===== src/rtl/id_ex_stage.sv =====
// ID/EX pipeline register with load-use bubble insertion, EX/MEM and MEM/WB
// operand forwarding and ALU operand muxing.
// Optional build macro: ID_EX_STALL_CNT_EN adds a saturating 16-bit
// stall_count output that counts inserted load-use bubbles.
module id_ex_stage (
  input  logic        clk,
  input  logic        reset,
  input  logic        in_valid,
  input  logic [31:0] in_pc,
  input  logic [31:0] in_rs1_data,
  input  logic [31:0] in_rs2_data,
  input  logic [31:0] in_imm,
  input  logic [4:0]  in_rs1_addr,
  input  logic [4:0]  in_rs2_addr,
  input  logic [4:0]  in_rd_addr,
  input  logic [4:0]  in_aluop,
  input  logic        in_op1_sel,
  input  logic        in_op2_sel,
  input  logic        in_mem_read,
  input  logic        in_mem_write,
  input  logic        in_reg_write,
  input  logic [4:0]  exmem_rd_addr,
  input  logic        exmem_reg_write,
  input  logic [31:0] exmem_result,
  input  logic [4:0]  memwb_rd_addr,
  input  logic        memwb_reg_write,
  input  logic [31:0] memwb_result,
  input  logic        flush,
  input  logic        hold,
  output logic [31:0] data1,
  output logic [31:0] data2,
  output logic [4:0]  select,
  output logic        out_valid,
  output logic        out_mem_read,
  output logic        out_mem_write,
  output logic        out_reg_write,
  output logic [4:0]  out_rd_addr,
  output logic [31:0] out_pc,
  output logic [31:0] out_store_data,
  output logic        stall
`ifdef ID_EX_STALL_CNT_EN
  ,
  output logic [15:0] stall_count
`endif
);

  localparam int unsigned XLEN   = 32;
  localparam int unsigned AW     = 5;
  localparam int unsigned OPW    = 5;
  localparam int unsigned CNT_W  = 16;

  logic            valid_q;
  logic [XLEN-1:0] pc_q;
  logic [XLEN-1:0] rs1_data_q;
  logic [XLEN-1:0] rs2_data_q;
  logic [XLEN-1:0] imm_q;
  logic [AW-1:0]   rs1_addr_q;
  logic [AW-1:0]   rs2_addr_q;
  logic [AW-1:0]   rd_addr_q;
  logic [OPW-1:0]  aluop_q;
  logic            op1_sel_q;
  logic            op2_sel_q;
  logic            mem_read_q;
  logic            mem_write_q;
  logic            reg_write_q;

  logic            hazard_c;
  logic [XLEN-1:0] fwd_rs1_c;
  logic [XLEN-1:0] fwd_rs2_c;

  // Load-use hazard: a load in EX whose rd is read by the incoming instruction
  always_comb begin
    hazard_c = 1'b0;
    if (valid_q && mem_read_q && (rd_addr_q != AW'(0)) && in_valid &&
        ((in_rs1_addr == rd_addr_q) || (in_rs2_addr == rd_addr_q)))
      hazard_c = 1'b1;
  end

  // Pipeline register: flush > hold > bubble > normal load
  always_ff @(posedge clk or posedge reset) begin
    if (reset) begin
      valid_q     <= 1'b0;
      pc_q        <= '0;
      rs1_data_q  <= '0;
      rs2_data_q  <= '0;
      imm_q       <= '0;
      rs1_addr_q  <= '0;
      rs2_addr_q  <= '0;
      rd_addr_q   <= '0;
      aluop_q     <= '0;
      op1_sel_q   <= 1'b0;
      op2_sel_q   <= 1'b0;
      mem_read_q  <= 1'b0;
      mem_write_q <= 1'b0;
      reg_write_q <= 1'b0;
    end else if (flush || (!hold && hazard_c)) begin
      // Bubble: kill control, leave data fields as they are
      valid_q     <= 1'b0;
      aluop_q     <= '0;
      mem_read_q  <= 1'b0;
      mem_write_q <= 1'b0;
      reg_write_q <= 1'b0;
    end else if (!hold) begin
      valid_q     <= in_valid;
      pc_q        <= in_pc;
      rs1_data_q  <= in_rs1_data;
      rs2_data_q  <= in_rs2_data;
      imm_q       <= in_imm;
      rs1_addr_q  <= in_rs1_addr;
      rs2_addr_q  <= in_rs2_addr;
      rd_addr_q   <= in_rd_addr;
      op1_sel_q   <= in_op1_sel;
      op2_sel_q   <= in_op2_sel;
      aluop_q     <= in_valid ? in_aluop : OPW'(0);
      mem_read_q  <= in_valid & in_mem_read;
      mem_write_q <= in_valid & in_mem_write;
      reg_write_q <= in_valid & in_reg_write;
    end
  end

  // Operand forwarding; EX/MEM has priority, x0 is never forwarded
  always_comb begin
    fwd_rs1_c = rs1_data_q;
    fwd_rs2_c = rs2_data_q;
    if (exmem_reg_write && (exmem_rd_addr != AW'(0)) && (exmem_rd_addr == rs1_addr_q))
      fwd_rs1_c = exmem_result;
    else if (memwb_reg_write && (memwb_rd_addr != AW'(0)) && (memwb_rd_addr == rs1_addr_q))
      fwd_rs1_c = memwb_result;
    if (exmem_reg_write && (exmem_rd_addr != AW'(0)) && (exmem_rd_addr == rs2_addr_q))
      fwd_rs2_c = exmem_result;
    else if (memwb_reg_write && (memwb_rd_addr != AW'(0)) && (memwb_rd_addr == rs2_addr_q))
      fwd_rs2_c = memwb_result;
  end

  // ALU operand muxing and valid-gated control outputs
  always_comb begin
    data1          = op1_sel_q ? pc_q : fwd_rs1_c;
    data2          = op2_sel_q ? imm_q : fwd_rs2_c;
    out_store_data = fwd_rs2_c;
    select         = valid_q ? aluop_q : OPW'(0);
    out_valid      = valid_q;
    out_mem_read   = valid_q & mem_read_q;
    out_mem_write  = valid_q & mem_write_q;
    out_reg_write  = valid_q & reg_write_q;
    out_rd_addr    = rd_addr_q;
    out_pc         = pc_q;
    stall          = (hazard_c | hold) & ~flush;
  end

`ifdef ID_EX_STALL_CNT_EN
  logic [CNT_W-1:0] stall_cnt_q;

  // Saturating count of inserted load-use bubbles
  always_ff @(posedge clk or posedge reset) begin
    if (reset)
      stall_cnt_q <= '0;
    else if (hazard_c && !hold && !flush && (stall_cnt_q != {CNT_W{1'b1}}))
      stall_cnt_q <= stall_cnt_q + CNT_W'(1);
  end

  assign stall_count = stall_cnt_q;
`endif

endmodule


===== config.mk =====
export PLATFORM = sky130hd
export DESIGN_NAME = id_ex_stage
export DESIGN_NICKNAME = d
export VERILOG_FILES = /design/src/rtl/id_ex_stage.sv
export SDC_FILE = /design/constraint.sdc
export NUM_CORES = 1
export LEC_CHECK = 0
export ABC_AREA = 1
export CAP_MARGIN = 20
export CORE_UTILIZATION = 34
export DETAILED_ROUTE_END_ITERATION = 7
export GPL_ROUTABILITY_DRIVEN = 0
export PLACE_DENSITY = 0.67
export SLEW_MARGIN = 20
export SYNTH_ARGS = -nofsm -noshare
export SYNTH_HDL_FRONTEND = slang
export SYNTH_SLANG_ARGS = --single-unit

===== constraint.sdc =====
create_clock -name clk -period 4.85 [get_ports clk]
set_input_delay 0.97 -clock clk [delete_from_list [all_inputs] [get_ports clk]]
set_output_delay 0.97 -clock clk [all_outputs]
set_load 0.02 [all_outputs]

Word level (Yosys, flattened, before mapping)
Cells that the tools add are included.
Widths: inputs -> output; s select.
Cells by class
  equality and inequality tests: 7
  multiplexer cells: 19
  bitwise operators: 11
  reduce and logical (&&, ||, !) cells: 18
Operators with widths (number)
  $mux 32: 6
  $eq 5x5->1: 6
  $mux 5: 4
  $reduce_bool 5->1: 3
  $logic_and 1x1->1: 11
  $mux 1: 9
  $and 1x1->1: 7
  $not 1->1: 3
  $logic_or 1x1->1: 2
  $ne 2x1->1 const B: 1
  $reduce_and 2->1: 1
  $logic_not 1->1: 1
  $or 1x1->1: 1
Storage, ports and cells
  register bits after elaboration: 154
  input bits: 234
  output and inout port bits: 143
  logic and storage cells: 69

Depth between registers and ports, before layout
  depth in word-level cells: 9
  mapped depth: 12
  depth with buffers taken out: 10

Worst setup path before layout
Ideal clock, no wire load.
  path type: input port to output port
  start: input in_valid
  end: output stall
  data arrival time: 2116 ps
  data required time: 3880 ps
  path slack: 1764 ps
  cell stages on the path: 7
  buffers on the path: 3
  cell sequence: clkbuf_1 nand3_1 inv_1 nand2_1 buf_2 buf_2 a21oi_1
On the way
  longest elaborated chain between the ends: 5
Ends and longest elaborated chain
  start, declared: line 8  | input logic in_valid,
  $logic_and 1x1->1 (2 in series): line 74  | if (valid_q && mem_read_q && (rd_addr_q != AW'(0)) && in_valid &&
  $mux 1: line 74
  $or 1x1->1: line 147  | stall = (hazard_c | hold) & ~flush;
  $and 1x1->1: line 147
  end, declared: line 40  | output logic stall
Every way passes these cells.

Worst setup path after layout
  start: input exmem_rd_addr[3]
  end: output data1[9]
On the way
  longest elaborated chain between the ends: 5
  elaborated cells between the ends (all ways): 6
  those cells by class: eq/ne (1); mux (2); reduce/logical (3)
Ends and longest elaborated chain
  start, declared: line 22  | input logic [4:0] exmem_rd_addr,
  $reduce_bool 5->1: line 125  | if (exmem_reg_write && (exmem_rd_addr != AW'(0)) && (exmem_rd_addr == rs1_addr_q))
  $logic_and 1x1->1: line 125
  $logic_and 1x1->1 (*): line 125
  $mux 32 (*): line 125
  $mux 32 (*): line 137  | data1 = op1_sel_q ? pc_q : fwd_rs1_c;
  end, declared: line 30  | output logic [31:0] data1,
Every way passes the cells marked *; elsewhere a longest branch is shown, timed or not.

==> impl_metrics.json <==
{
  "start_kind": "input pin",
  "syn_area_sq_mm": 0.00965,
  "post_synth.cell_area_avg_sq_um": 6.76,
  "routed_wl_um": 42300,
  "placementRows": 61,
  "fill_cells": 2717,
  "critPathCapture": "data1[9]",
  "portBuffers": 376,
  "initial_utilization": 0.346,
  "clock_sinks": 154,
  "firstDrtPassIters": 6,
  "r2r_cells": 10,
  "grt_pass1_vias": 11000,
  "synth_top_area_frac": 0.400,
  "setup-tns-final_ns": 0,
  "drv_cap": 0,
  "dieArea_sq_mm": 0.0290,
  "synthFlopType": "dfrtp_1",
  "final-hold-violation-count": 0,
  "cts_tree": "done",
  "core_area_sq_mm": 0.0279,
  "seq_area_frac_synth": 0.400,
  "yosys.area.top_type": "dfrtp_1",
  "finalNetCount": 1960,
  "worstSetupPathType": "in2out",
  "post_cts_buffers": 0,
  "track_usage": 0.291,
  "synthMuxAreaShare": 0,
  "grt_overflow_total": 0,
  "rr_startpoint": "out_rd_addr[1]$_DFFE_PP0P_",
  "io_pins": 377,
  "ctsResizeCount": 0,
  "synthCells": 1427,
  "synth_xor_area_frac": 0.0254,
  "p_per_area_mw_per_mm2": 322,
  "dr.first_iter.drc_count": 1264,
  "grt_pass1_wl_um": 63900,
  "vias": 11200,
  "tightest_slew_ns": 0.992,
  "syn_nets": 1661,
  "synth_simple_gate_area_frac": 0.482,
  "ant_nets": 0,
  "pre_cts_ws_ns": 0.265,
  "drc_errors": 0,
  "root_buffer": "clkbuf_16",
  "rrSetupSlack_ns": 2.34,
  "syn2layout_area_growth_pct": 48.4,
  "ys_types": 19,
  "min_period_ns": 4.59,
  "synthArstFlopShare": 1.00,
  "synthTopCellsByCount": "595 x nand2_1, 232 x nand3_1, 154 x dfrtp_1, 154 x nand4_1, 90 x inv_1",
  "path_max_fanout": 33,
  "setup_viol": 0,
  "p_leak_nw": 7.09,
  "yosysWarnings": 0,
  "rsz0062_at_grt": "no",
  "setup_ws_ns": 0.264,
  "insertion_delay_ns": 0.43,
  "post_drt_wl_per_cell_um": 19.9,
  "dieHeight_um": 170,
  "crit_start": "exmem_rd_addr[3]",
  "status": "complete, no violations",
  "synth_compound_area_frac": 0.00104,
  "ys_ff_latch": 154,
  "hpwl_um": 29100,
  "vias_per_cell": 5.28,
  "arrival_ns": 3.62,
  "grt_max_degree": 116,
  "skew_ns": 0.0193,
  "drive_gt1_frac": 0.0380,
  "die_w_um": 170,
  "antenna_found_initial": 8,
  "cts_buffers": 17,
  "h-tree-depth": 4,
  "cts_hold_buffers": 0,
  "r2r_end": "imm_q[22]$_DFFE_PP0P_",
  "ir_drop_uv": 221,
  "crit_required_ns": 3.88,
  "clkTransAtPathRegs_ns": 0.06,
  "synthTopCellsByArea": "dfrtp_1 40%, nand2_1 23%, nand3_1 12%",
  "clock.fmax_mhz": 218,
  "synth-edff-count": 0,
  "synth_top_family_by_area": "simple AND/OR/NAND/NOR gates",
  "period_share": 0.945,
  "maxSlewHeadroom": 0.339,
  "end_kind": "output port",
  "yosysMostFrequentCell": "nand2_1",
  "synth_fa_ha_area_frac": 0,
  "hold_class": "reg2reg",
  "maxSlewViolCount": 0,
  "clockBufferDepth": 2
}
## kinds of logic (layout without fill, tap and decap cells)
group	count (synthesis)	in the layout
XOR/XNOR	28	28
AND/OR/NAND/NOR	1034	1034
buffers and inverters	209	521
flip-flops	154	154
other	0	5
AO/OA/AOI/OAI	2	2
## stage by stage
stage / hold WS, ns / instances / utilization / instance area [sq um] / power [W]
3_3_place_gp: 0.453 / 2084 / 0.491 / 13700 / 0.00323
6_report: 0.472 / 2122 / 0.514 / 14300 / 0.00461
4_1_cts: 0.475 / 2116 / 0.512 / 14300 / 0.00462
5_1_grt: 0.489 / 2120 / 0.514 / 14300 / 0.00483
3_5_place_dp: 0.458 / 2084 / 0.491 / 13700 / 0.00324
2_1_floorplan: 0.442 / 1427 / - / 9650 / 0.00239
## flip-flops by register name, summed over array words and instances (netlist names), 5 cells and up
| signal | flops |
|---|---|
| rs1_data_q | 32 |
| rs2_data_q | 32 |
| imm_q | 32 |
| out_pc | 32 |
| rs1_addr_q | 5 |
| aluop_q | 5 |
| out_rd_addr | 5 |
| rs2_addr_q | 5 |
## worst min-delay path by stage
stage	from	endpoint	slack (ns)	cells past startpoint
finish	rs1_data_q[11]$_DFFE_PP0P_	rs1_data_q[11]$_DFFE_PP0P_	0.47	2
floorplan	imm_q[0]$_DFFE_PP0P_	imm_q[0]$_DFFE_PP0P_	0.44	2
global placement	imm_q[7]$_DFFE_PP0P_	imm_q[7]$_DFFE_PP0P_	0.45	2
detailed placement	imm_q[13]$_DFFE_PP0P_	imm_q[13]$_DFFE_PP0P_	0.46	2
global route	rs1_data_q[14]$_DFFE_PP0P_	rs1_data_q[14]$_DFFE_PP0P_	0.49	2
CTS	rs1_data_q[4]$_DFFE_PP0P_	rs1_data_q[4]$_DFFE_PP0P_	0.48	2
## worst max-delay path, stage by stage
cell	delay, ns
clkdlybuf4s50_1	0.46
xor2_1	0.19
nor2_4	0.68
nand2_1	0.17
buf_4	0.27
nand3_1	0.12
nand2_1	0.05
nand2_1	0.06
clkdlybuf4s50_1	0.62
## metal layers
layer	routed length, um	global-route usage	vias to the layer above
li1	-	-	5271
met1	17800	0.384	5295
met2	19500	0.461	550
met3	3710	0.0691	74
met4	1210	0.111	6
met5	37	0	-
## power by group
| group | switching (W) | internal [W] | total (W) |
|---|---|---|---|
| logic | 0.000930 | 0.000729 | 0.00166 |
| clock network | 0.000606 | 0.000767 | 0.00137 |
| registers | 0.000136 | 0.00144 | 0.00157 |
## layout by cell type (no fill, tap or decap)
cell type        instances
nand4_1                154
xor2_1                  17
inv_6                    4
bufinv_16                2
clkinvlp_4               4
nand2_1                594
nand3_1                231
and2_1                  32
nor3_1                   1
buf_12                   8
nor2_1                  11
xnor2_1                 11
nor2_4                   7
a21oi_1                  1
buf_16                   1
clkbuf_16               17
dfrtp_1                153
nand3b_1                 1
nor3_4                   1
clkdlybuf4s50_1        376
nand3_4                  1
nand2_4                  1
clkinv_4                 5
dfrtp_2                  1
o21ai_1                  1
buf_4                   14
diode_2                  5
inv_1                   87
clkbuf_1                 3
## layout make-up
type | count | area (sq um) | area share
antenna | 5 | 12.5 | 0.000874
clock buffer | 20 | 437 | 0.0305
tap | 378 | 473 | 0.0330
timing repair buffer | 399 | 4060 | 0.283
inverter | 90 | 352 | 0.0246
multi-input combinational | 1064 | 4980 | 0.348
clock inverter | 12 | 144 | 0.0101
sequential | 154 | 3850 | 0.269
Power figures use the tool's default switching activity.
